## src/rtl/instr_pack.sv

```systemverilog
// Shared decode types: register-file operations, register names and sequencer states.
// REG_NOP sits outside the decoded range so register_file_r falls into its default (othr) branch.
package instr_pack;

    typedef enum logic [3:0] {
        addEn   = 4'd0,
        subEn   = 4'd1,
        andEn   = 4'd2,
        orEn    = 4'd3,
        xorEn   = 4'd4,
        movEn   = 4'd5,
        j2sr    = 4'd6,
        rFsr    = 4'd7,
        REG_NOP = 4'hF
    } reg_OP;

    typedef enum logic [2:0] {
        rega, regb, regc, regd, regx, regy, regz, regr
    } register;

    typedef enum logic [1:0] {
        IDLE, MREQ, WB
    } seq_state_t;

endpackage

```

## src/rtl/regfile_sequencer.sv

```systemverilog
// Decoder-to-register-file sequencer: plain ops 1 cycle, loads >=3, stores >=2, bounded mem wait.
// Backpressure: dec_ready only in IDLE; stall holds the PC for the whole memory transaction.
module regfile_sequencer
    import instr_pack::*;
#(
    parameter int MEM_TIMEOUT = 8,
    parameter int ADDR_W      = 8
) (
    input  logic              clk,
    input  logic              start,
    input  logic              dec_valid,
    output logic              dec_ready,
    input  reg_OP             dec_op,
    input  register           dec_src,
    input  register           dec_dst,
    input  logic [3:0]        dec_imm,
    input  logic              dec_load,
    input  logic              dec_store,
    input  logic [ADDR_W-1:0] dec_addr,
    output reg_OP             reg_op,
    output register           reg_src,
    output register           reg_dst,
    output logic [3:0]        instr_o,
    output logic              loadEn,
    output logic              storEn,
    output logic [7:0]        loadData,
    output logic              mem_req,
    output logic              mem_we,
    output logic [ADDR_W-1:0] mem_addr,
    input  logic              mem_ack,
    input  logic [7:0]        mem_rdata,
    output logic              stall,
    output logic              mem_err
);

    localparam logic [3:0] CNT_LAST = 4'(MEM_TIMEOUT - 1);

    seq_state_t        state_q, state_d;
    reg_OP             reg_op_q, reg_op_d;
    register           reg_src_q, reg_src_d, reg_dst_q, reg_dst_d;
    register           lat_src_q, lat_src_d, lat_dst_q, lat_dst_d;
    logic [3:0]        instr_q, instr_d;
    logic              load_en_q, load_en_d, stor_en_q, stor_en_d;
    logic [7:0]        load_data_q, load_data_d;
    logic              mem_req_q, mem_req_d, mem_we_q, mem_we_d;
    logic [ADDR_W-1:0] mem_addr_q, mem_addr_d;
    logic              stall_q, stall_d, mem_err_q, mem_err_d;
    logic [3:0]        cnt_q, cnt_d;
    logic              accept;

    assign dec_ready = (state_q == IDLE);
    assign accept    = dec_valid && dec_ready;

    always_comb begin
        state_d     = state_q;
        reg_op_d    = REG_NOP;
        reg_src_d   = regr;
        reg_dst_d   = regr;
        instr_d     = 4'd0;
        load_en_d   = 1'b0;
        stor_en_d   = 1'b0;
        load_data_d = load_data_q;
        mem_req_d   = 1'b0;
        mem_we_d    = mem_we_q;
        mem_addr_d  = mem_addr_q;
        stall_d     = 1'b0;
        mem_err_d   = mem_err_q;
        cnt_d       = cnt_q;
        lat_src_d   = lat_src_q;
        lat_dst_d   = lat_dst_q;
        case (state_q)
            IDLE: begin
                if (accept) begin
                    if (dec_load || dec_store) begin
                        // load+store together is illegal: run it as a load and flag it
                        state_d    = MREQ;
                        mem_req_d  = 1'b1;
                        mem_we_d   = !dec_load;
                        mem_addr_d = dec_addr;
                        stall_d    = 1'b1;
                        cnt_d      = 4'd0;
                        lat_src_d  = dec_src;
                        lat_dst_d  = dec_dst;
                        if (!dec_load) begin
                            stor_en_d = 1'b1;
                            reg_src_d = dec_src;
                        end
                        if (dec_load && dec_store)
                            mem_err_d = 1'b1;
                    end else begin
                        reg_op_d  = dec_op;
                        reg_src_d = dec_src;
                        reg_dst_d = dec_dst;
                        instr_d   = dec_imm;
                    end
                end
            end
            MREQ: begin
                if (mem_ack) begin
                    cnt_d = 4'd0;
                    if (!mem_we_q) begin
                        state_d     = WB;
                        load_data_d = mem_rdata;
                        load_en_d   = 1'b1;
                        reg_dst_d   = lat_dst_q;
                        stall_d     = 1'b1;
                    end else begin
                        state_d = IDLE;
                    end
                end else if (cnt_q == CNT_LAST) begin
                    state_d   = IDLE;
                    mem_err_d = 1'b1;
                    cnt_d     = 4'd0;
                end else begin
                    mem_req_d = 1'b1;
                    stall_d   = 1'b1;
                    cnt_d     = (cnt_q == 4'hF) ? cnt_q : cnt_q + 4'd1;
                    if (mem_we_q) begin
                        stor_en_d = 1'b1;
                        reg_src_d = lat_src_q;
                    end
                end
            end
            WB: begin
                state_d = IDLE;
            end
            default: begin
                state_d = IDLE;
            end
        endcase
    end

    always_ff @(posedge clk) begin
        if (start) begin
            state_q     <= IDLE;
            reg_op_q    <= REG_NOP;
            reg_src_q   <= regr;
            reg_dst_q   <= regr;
            lat_src_q   <= regr;
            lat_dst_q   <= regr;
            instr_q     <= 4'd0;
            load_en_q   <= 1'b0;
            stor_en_q   <= 1'b0;
            load_data_q <= 8'd0;
            mem_req_q   <= 1'b0;
            mem_we_q    <= 1'b0;
            mem_addr_q  <= '0;
            stall_q     <= 1'b0;
            mem_err_q   <= 1'b0;
            cnt_q       <= 4'd0;
        end else begin
            state_q     <= state_d;
            reg_op_q    <= reg_op_d;
            reg_src_q   <= reg_src_d;
            reg_dst_q   <= reg_dst_d;
            lat_src_q   <= lat_src_d;
            lat_dst_q   <= lat_dst_d;
            instr_q     <= instr_d;
            load_en_q   <= load_en_d;
            stor_en_q   <= stor_en_d;
            load_data_q <= load_data_d;
            mem_req_q   <= mem_req_d;
            mem_we_q    <= mem_we_d;
            mem_addr_q  <= mem_addr_d;
            stall_q     <= stall_d;
            mem_err_q   <= mem_err_d;
            cnt_q       <= cnt_d;
        end
    end

    assign reg_op   = reg_op_q;
    assign reg_src  = reg_src_q;
    assign reg_dst  = reg_dst_q;
    assign instr_o  = instr_q;
    assign loadEn   = load_en_q;
    assign storEn   = stor_en_q;
    assign loadData = load_data_q;
    assign mem_req  = mem_req_q;
    assign mem_we   = mem_we_q;
    assign mem_addr = mem_addr_q;
    assign stall    = stall_q;
    assign mem_err  = mem_err_q;

endmodule

```

## config.mk

```make
export PLATFORM = sky130hd
export DESIGN_NAME = regfile_sequencer
export DESIGN_NICKNAME = d
export VERILOG_FILES = /design/src/rtl/instr_pack.sv /design/src/rtl/regfile_sequencer.sv
export SDC_FILE = /design/constraint.sdc
export NUM_CORES = 1
export LEC_CHECK = 0
export ABC_AREA = 1
export CAP_MARGIN = 10
export CORE_MARGIN = 5
export CORE_UTILIZATION = 60
export DETAILED_ROUTE_END_ITERATION = 12
export DONT_BUFFER_PORTS = 1
export PLACE_DENSITY = 0.73
export SLEW_MARGIN = 20
export SYNTH_ARGS = -nofsm -noshare
export SYNTH_HDL_FRONTEND = slang
export SYNTH_SLANG_ARGS = --single-unit
```

## constraint.sdc

```tcl
create_clock -name clk -period 1.64 [get_ports clk]
set_input_delay 0.328 -clock clk [delete_from_list [all_inputs] [get_ports clk]]
set_output_delay 0.328 -clock clk [all_outputs]
set_load 0.01 [all_outputs]
```

# Word-level counts from Yosys, hierarchy flattened
# Index checks and enable logic that the tools add are counted.
[totals] regBits=48 latch_bits=0 ramBits=0 romBits=0 input_bits=36 out_inout_bits=37 wordCells=90 n_memories=0
[op_classes] add_sub_neg=1 n_mul=0 n_div=0 order_cmp=0 n_eq_ne=10 n_shift=0 muxes=45 bitwise_logic=5 n_reduce_logical=13
[op_table] op="$mux 3" count=10
[op_table] op="$mux 4" count=5
[op_table] op="$mux 1" count=17
[op_table] op="$pmux 3 s2" count=2
[op_table] op="$mux 2" count=5
[op_table] op="$reduce_and 3->1" count=3
[op_table] op="$pmux 1 s2" count=4
[op_table] op="$pmux 4 s2" count=1
[op_table] op="$ne 2x1->1 const B" count=3
[op_table] op="$reduce_and 6->1" count=1
[op_table] op="$not 1->1" count=5
[op_table] op="$add 4x1->4 const B" count=1
[op_table] op="$eq 4x3->1 const B" count=1
[op_table] op="$eq 4x4->1 const B" count=1
[op_table] op="$ne 2x2->1 const B" count=2
[op_table] op="$ne 4x4->1 const B" count=1
[op_table] op="$pmux 2 s2" count=1
[op_table] op="$reduce_and 4->1" count=1
[op_table] op="$reduce_or 4->1" count=1
[op_table] op="$ne 3x3->1 const B" count=1
[op_table] op="$reduce_or 3->1" count=1
[op_table] op="$eq 2x1->1 const B" count=1
[op_table] op="$logic_and 1x1->1" count=2
[op_table] op="$logic_not 2->1" count=1
[op_table] op="3 further kinds" count=3

# Depth between registers and ports, before layout
# Gate-level depths: netlist of run 1.
[depth] ltp_word=5 ltp_mapped=8 mapped_depth_nobuf=8

# Least setup slack after synthesis of run 1
# OpenSTA, ideal clock, no wires.
[synth_path] path_kind="register -> register" start="register state_q[1]" end="register lat_dst_q[1]" setup_ns=0.125 t_arrival_ns=1.071 required_time_ns=1.515 path_slack_ns=0.444 path_stages_with_launch=8 path_buffers=1 synth_period_minus_slack_ns=1.196 path_cell_list="dfxtp_1 -> nor2_4 -> nand2_4 -> nor2_8 -> inv_4 -> buf_6 -> nand2_2 -> o211ai_2"
[synth_between] elab_chain_len=3
[synth_lines] item="from (decl)" line="regfile_sequencer.sv:38" rtl="seq_state_t state_q, state_d;"
[synth_lines] item="from (signal assigned)" line="regfile_sequencer.sv:152" rtl="state_q <= state_d;"
[synth_lines] item="$logic_not 2->1 (*)" line="regfile_sequencer.sv:51" rtl="assign dec_ready = (state_q == IDLE);"
[synth_lines] item="named net dec_ready" line="regfile_sequencer.sv:12" rtl="output logic dec_ready,"
[synth_lines] item="$logic_and 1x1->1" line="regfile_sequencer.sv:52" rtl="assign accept = dec_valid && dec_ready;"
[synth_lines] item="$reduce_and 3->1 (no source line) (*)"
[synth_lines] item="to (signal assigned)" line="regfile_sequencer.sv:140" rtl="lat_dst_q <= regr;"
[synth_lines] item="to (signal assigned)" line="regfile_sequencer.sv:157" rtl="lat_dst_q <= lat_dst_d;"
[synth_lines] item="to (decl)" line="regfile_sequencer.sv:41" rtl="register lat_src_q, lat_src_d, lat_dst_q, lat_dst_d;"
# The timed path passes the listed nets; every way through them passes the cells marked *.
# A chain may end at the register's enable or synchronous reset.

# Worst setup path in the final report of run 1
[layout_path] start="register state_q[1]" end="register mem_addr_q[3] (netlist: mem_addr[3])"
[layout_between] elab_chain_len=3
[layout_lines] item="$logic_not 2->1 (*)" line="regfile_sequencer.sv:51"
[layout_lines] item="named net dec_ready" line="regfile_sequencer.sv:12"
[layout_lines] item="$logic_and 1x1->1" line="regfile_sequencer.sv:52"
[layout_lines] item="$reduce_and 3->1 (no source line) (*)"
[layout_lines] item="to (signal assigned)" line="regfile_sequencer.sv:164" rtl="mem_addr_q <= mem_addr_d;"
[layout_lines] item="to (decl)" line="regfile_sequencer.sv:46" rtl="logic [ADDR_W-1:0] mem_addr_q, mem_addr_d;"
# Marked as above.

==> reports/results.ini, run 1 <==
[outcome]
status = completed

[synth]
avgSynthCellArea_um2 = 8.12
synth-edff-count = 0
syn-num-nets = 263
synth_area_leaders = dfxtp_1 52%, nor2_1 11%, nand2_1 5.7%
ys_types = 30
synth_cells = 226
async_flop_share_pct = 0
yosys.area.top_type = dfxtp_1
yosys_warnings = 0
synth_top_area_share_pct = 52.4
netlist_area_um2 = 1840
synthFlopType = dfxtp_1
yosysSeqAreaShare_pct = 52.4
ys_seq_elements = 48

[min_path]
min_to = storEn
hold_path_depth = 1
min-delay-start = start
min_path_type = input port to flop

[final_layout]
fin_nets = 265
fillerInstances = 265
num_antenna_cells = 0
syn_to_final_growth_pct = 7.57
fin_cells = 262
drive_gt1_share_pct = 14.0

[setup_path]
crit_path_end_kind = flop
crit_path_top_delay_cell = dfxtp_1
crit_arrival_ns = 1.65
crit_top_cell = nor2_1
path_max_fanout = 19
worst-path-buf-inv = 1
crit_required_ns = 1.91
path_class = flop to flop
critical_path.top_delay_family = simple AND/OR/NAND/NOR gates
critical-path-max-stage-delay_ns = 0.39
cp-start-kind = flop
r2r_slack_ns = 0.26
reg2reg_to = mem_addr[3]
worstReg2RegStart = state_q[1]
r2r_cells = 6
worstPathCellList = nor2_4 -> nand2_4 -> nor2_8 -> inv_4 -> nor2_1 -> nor2_1

[sta]
tns_ns = 0
fin_crit_sh_pct = 84.0
fin_skew_ns = 0.00541
drv_slew = 0
hold_violations = 0
slew_headroom_pct = 81.4
rsz0062_at_grt = no
fmax_mhz = 726
finalSetupViolCount = 0
worstMarginPinSlew_ns = 0.279
min_period_ns = 1.38

[floorplanning]
die_y_um = 65.3
io_pins = 73
dieWidth_um = 65.3
coreArea_um2 = 3000
num_rows = 20
die_area_um2 = 4270
start_util_pct = 61.1

[clock_tree]
ctsResizeCount = 0
htreeDepth = 2
insertion_delay_ns = 0.36
cts-root-buf = clkbuf_4
post_cts_buffers = 0
clockBufferDepth = 2
path_clk_slew_ns = 0.13
cts-buffers-inserted = 5
ctsHoldBuffers = 0
cts_sinks = 48
cts_tree = built

[power_and_ir_drop]
p_clk_share_pct = 39.4
p_int_mw = 1.94
leakage_nw = 0.843
p_switching_mw = 0.566
p_sw_share_pct = 22.6
pwr-share-comb_pct = 8.6
power_density_nw_per_um2 = 1270
seq_power_share_pct = 52.0
ir_worst_vdd_uv = 726

[route]
wirelength_um = 3800
wl_met2_um = 1930
vias = 1450
wl_per_cell_um = 14.5
wl_met1_um = 1550
top_layer_used = met4
dr.pass1.iters = 4
viasPerCell = 5.53
drt_iter0_drc = 73
ant_nets = 0
wl_met3_um = 278
remaining_drc_errors = 0

[placement]
dp.cells = 253
numPortBuffers = 0
place.gp.congestion = 0.800
hpwl_um = 2820

[run]
cap_violations = 0

[grt]
overflow = 0
grt_pass1_wl_um = 6060
antenna_found_initial = 0
grt.total_usage_pct = 18.4
grt_pass1_vias = 1401
grt_max_degree = 31

## state kept, by name (all words and copies together), names as in the netlist
name       cells
mem_addr       8
loadData       8
storEn         1
lat_src_q      3
reg_dst        3
reg_op         4
cnt_q          4
stall          1
state_q        2
lat_dst_q      3
mem_err        1
loadEn         1
instr_o        4
mem_we         1
reg_src        3
mem_req        1
## cells by family (layout without fill, tap and decap cells)
| logic type | after synthesis | count (layout) | share of synthesized area, % |
|---|---|---|---|
| compound gates | 34 | 34 | 10.8 |
| simple gates | 116 | 116 | 29.3 |
| flops | 48 | 48 | 52.4 |
| fa+ha+maj | 1 | 1 | 0.682 |
| buf+inv | 27 | 30 | 6.82 |
## area by class of cell
| class | instances | area (um2) | area share [%] |
|---|---|---|---|
| Inverter | 20 | 77.6 | 3.93 |
| Timing Repair Buffer | 2 | 17.5 | 0.887 |
| Sequential cell | 48 | 961 | 48.7 |
| Multi-Input combinational cell | 151 | 749 | 38.0 |
| Clock inverter | 3 | 90.1 | 4.56 |
| Tap cell | 33 | 41.3 | 2.09 |
| Clock buffer | 5 | 37.5 | 1.90 |
## metal layers
layer  vias to the layer above  global-route usage, %
met5                         -                      0
met4                         0                   6.22
met3                         4                   6.50
met2                        43                   31.7
met1                       681                   20.9
li1                        722                      -
## Yosys cell counts (2+ instances only)
cell type  instances
or2_2              4
nor3_1             4
nand2_2            6
a21oi_1            5
nand3_1           12
nor2_4             3
nand2_1           28
o21ai_1            6
buf_6              2
nor2_1            54
inv_1             18
buf_2              2
a21oi_2            2
dfxtp_1           48
o22ai_1            2
o21ai_0           16
## stage by stage
step / cell area, um2 / utilization, % / hold WS, ns / setup WS (ns) / total power [mW]
after floorplan: 1840 / - / 0.430 / 0.444 / 1.51
after global placement: 1840 / 61.2 / 0.392 / 0.308 / 1.53
after detailed placement: 1840 / 61.2 / 0.394 / 0.277 / 1.54
after CTS: 1960 / 65.4 / 0.00107 / 0.249 / 2.52
after global routing: 1970 / 65.8 / 0.00378 / 0.111 / 2.61
final: 1970 / 65.8 / 0.0171 / 0.262 / 2.51
## power by group through the flow
stage	registers, mW	logic [mW]	clock network (mW)
after floorplan	1.32	0.190	0
after global placement	1.33	0.203	0
after detailed placement	1.33	0.212	0
after CTS	1.30	0.213	1.00
after global routing	1.31	0.250	1.05
final	1.30	0.215	0.988
## worst max-delay path by stage
stage,startpoint,endpoint,slack [ns],cells past startpoint
3_3_place_gp,state_q[1],lat_dst_q[1],0.31,6
6_report,state_q[1],mem_addr[3],0.26,6
4_1_cts,state_q[1],mem_addr[6],0.25,6
3_5_place_dp,state_q[1],mem_addr[6],0.28,6
2_1_floorplan,state_q[1],lat_dst_q[1],0.44,7
5_1_grt,state_q[1],mem_addr[1],0.11,6
## placed cells by master, fill, tap and decap left out
cell           Yosys  final
o211ai_2           1      1
dlygate4sd3_1      0      1
nand3_2            1      1
o2111ai_1          1      1
inv_2              1      1
dfxtp_1           48     48
o21ai_1            6      6
nand4_1            1      1
or2_2              4      4
o22ai_1            2      2
a21oi_1            5      5
nor2_1            54     54
o21ai_0           16     16
buf_4              1      1
inv_1             18     18
nand2_4            1      1
a31oi_2            1      1
nor2_2             1      1
nand2_2            6      6
clkbuf_4           0      5
nor2_8             1      1
inv_4              1      1
nor2_4             3      3
ha_1               1      1
nand3_1           12     12
nand2_1           28     28
bufinv_16          0      3
nor3_1             4      4
a21oi_2            2      2
Power figures use the tool's default switching activity.
==> inputs of run 2 (changes only) <==
- clock period: 1.64 -> 1.4 ns (I/O delays scaled with it)
==> run 2 against run 1 <==
  * Flip-flop and latch count is the same
  * Register-to-register slack got worse by 0.12 ns
  * Die area did not move
  * Cell count up 4.2%
  * Hold slack improved by 0.028 ns
  * First-iteration DRC count rose by 34%
  * Count of clock-buffer cells in the layout unchanged
  * Critical path type unchanged
  * Global-route usage increased by 0.39 points
  * Total power fell by 2.7%
==> reports/results.ini, run 2 (synthesized netlist as in run 1, its figures left out) <==
[floorplanning]
die_y_um = 65.3  ; unchanged
start_util_pct = 61.1  ; unchanged
num_rows = 20  ; unchanged
coreArea_um2 = 3000  ; unchanged
die_area_um2 = 4270  ; unchanged
dieWidth_um = 65.3  ; unchanged
io_pins = 73  ; unchanged

[setup_path]
r2r_cells = 5  ; -1
path_class = flop to flop
worstReg2RegStart = cnt_q[0]
crit_arrival_ns = 1.50  ; -0.15 ns
r2r_slack_ns = 0.14  ; -0.12 ns
crit_required_ns = 1.65  ; -0.26 ns
crit_path_end_kind = flop
cp-start-kind = flop
reg2reg_to = reg_src[0]
startpoint = cnt_q[0]
path_max_fanout = 5  ; -14

[clock_tree]
clockBufferDepth = 2  ; unchanged
cts_tree = built
cts-buffers-inserted = 5  ; unchanged
insertion_delay_ns = 0.36  ; about the same
htreeDepth = 2  ; unchanged
path_clk_slew_ns = 0.14  ; about the same
cts_sinks = 48  ; unchanged
cts-root-buf = clkbuf_4

[outcome]
status = completed

[final_layout]
drive_gt1_share_pct = 15.8  ; +1.9 points
fin_cells = 273  ; +4.2%
final_cell_mix = 53 x nor2_1, 46 x dfxtp_1, 28 x nand2_1
num_antenna_cells = 0  ; unchanged
final_common_cell = nor2_1
final_area_um2 = 2020  ; +2.2%
fin_nets = 276  ; +4.2%
fin_util_pct = 67.2  ; +1.5 points
syn_to_final_growth_pct = 9.95

[grt]
antenna_found_initial = 0  ; unchanged
grt_max_degree = 20  ; -35%
overflow = 0  ; unchanged
grt_pass1_wl_um = 6200  ; +2.4%
grt_pass1_vias = 1404  ; +0.21%
grt.total_usage_pct = 18.7  ; +0.39 points

[sta]
fin_ws_ns = 0.144  ; -0.118 ns
tns_ns = 0  ; unchanged
finalSetupViolCount = 0  ; unchanged
min_period_ns = 1.26  ; -0.122 ns
worstMarginPinSlew_ns = 0.391  ; +0.111 ns
whs_ns = 0.0452  ; +0.0281 ns
hold_violations = 0  ; unchanged
slew_headroom_pct = 73.9  ; -7.5 points
fin_skew_ns = 0.0114  ; +0.00603 ns
drv_slew = 0  ; unchanged
fmax_mhz = 796  ; +9.7%
fin_crit_sh_pct = 89.7  ; +5.7 points

[min_path]
min-delay-start = dec_dst[0]
min_to = reg_dst[0]
hold_path_depth = 2  ; +1
min_path_type = input port to flop

[power_and_ir_drop]
fin_total_pwr_mw = 2.44  ; -2.7%
leakage_nw = 0.866  ; +2.7%
ir_worst_vdd_uv = 606  ; -17%
seq_power_share_pct = 62.5  ; +10 points
p_switching_mw = 0.681  ; +20%
power_density_nw_per_um2 = 1210  ; -4.8%
p_int_mw = 1.76  ; -9.3%
p_sw_share_pct = 27.9  ; +5.3 points
pwr-share-comb_pct = 11.6  ; +3.0 points
p_clk_share_pct = 25.9  ; -13 points

[placement]
numPortBuffers = 0  ; unchanged
dp.cells = 256  ; +1.2%
pre_cts_slack_ns = 0.0588  ; -0.219 ns
hpwl_um = 2880  ; +2.3%
dpl_cell_area_um2 = 1860  ; +1.2%
place.gp.congestion = 0.824  ; +3.0%

[route]
vias = 1436  ; -0.97%
wl_per_cell_um = 13.8  ; -4.9%
dr.pass1.iters = 4  ; unchanged
wirelength_um = 3770  ; -0.89%
drt_iter0_drc = 98  ; +34%
viasPerCell = 5.26  ; -5.0%
remaining_drc_errors = 0  ; unchanged
ant_nets = 0  ; unchanged

[run]
cap_violations = 0  ; unchanged

## run 2: power by group through the flow
stage | Combinational [mW] | Clock, mW | Sequential, mW
4_1_cts | 0.280 | 0.653 | 1.53
6_report | 0.283 | 0.631 | 1.52
3_5_place_dp | 0.258 | 0 | 1.56
5_1_grt | 0.326 | 0.720 | 1.53
3_3_place_gp | 0.246 | 0 | 1.55
2_1_floorplan | 0.223 | 0 | 1.54
## run 2: worst max path at each step
stage,end
2_1_floorplan,lat_dst_q[1]
3_3_place_gp,loadData[6]
3_5_place_dp,loadData[5]
4_1_cts,loadData[5]
5_1_grt,cnt_q[1]
6_report,reg_src[0]
## run 2: final cells by class
class	count	area [um2]
clock buffers	5	37.5
clock inverters	3	21.3
fillers	252	985
inverters	20	77.6
multi-input cells	151	757
flip-flops and latches	48	963
well taps	33	41.3
repair buffers	13	120
## run 2: per-layer routing
| metal | up-vias | track usage [%] | wire, um |
|---|---|---|---|
| met5 | - | 0 | 0 |
| met4 | 0 | 4.66 | 35 |
| met3 | 4 | 8.38 | 320 |
| met2 | 48 | 32.9 | 1910 |
| met1 | 637 | 20.6 | 1500 |
| li1 | 747 | - | - |
## run 2: worst max-delay path, cell delays in order, from the launching register on
cell and delay, ns:
dfxtp_2 0.37, ha_1 0.23, nand3_1 0.14, nand3_1 0.20, nor2_1 0.13, o21ai_0 0.08
## run 2: repair_timing
item,CTS,global route
hold buffers,8,1
resized for setup,0,4
setup buffers,0,0
endpoints found under the setup margin,0,13
hold endpoints to repair,15,1
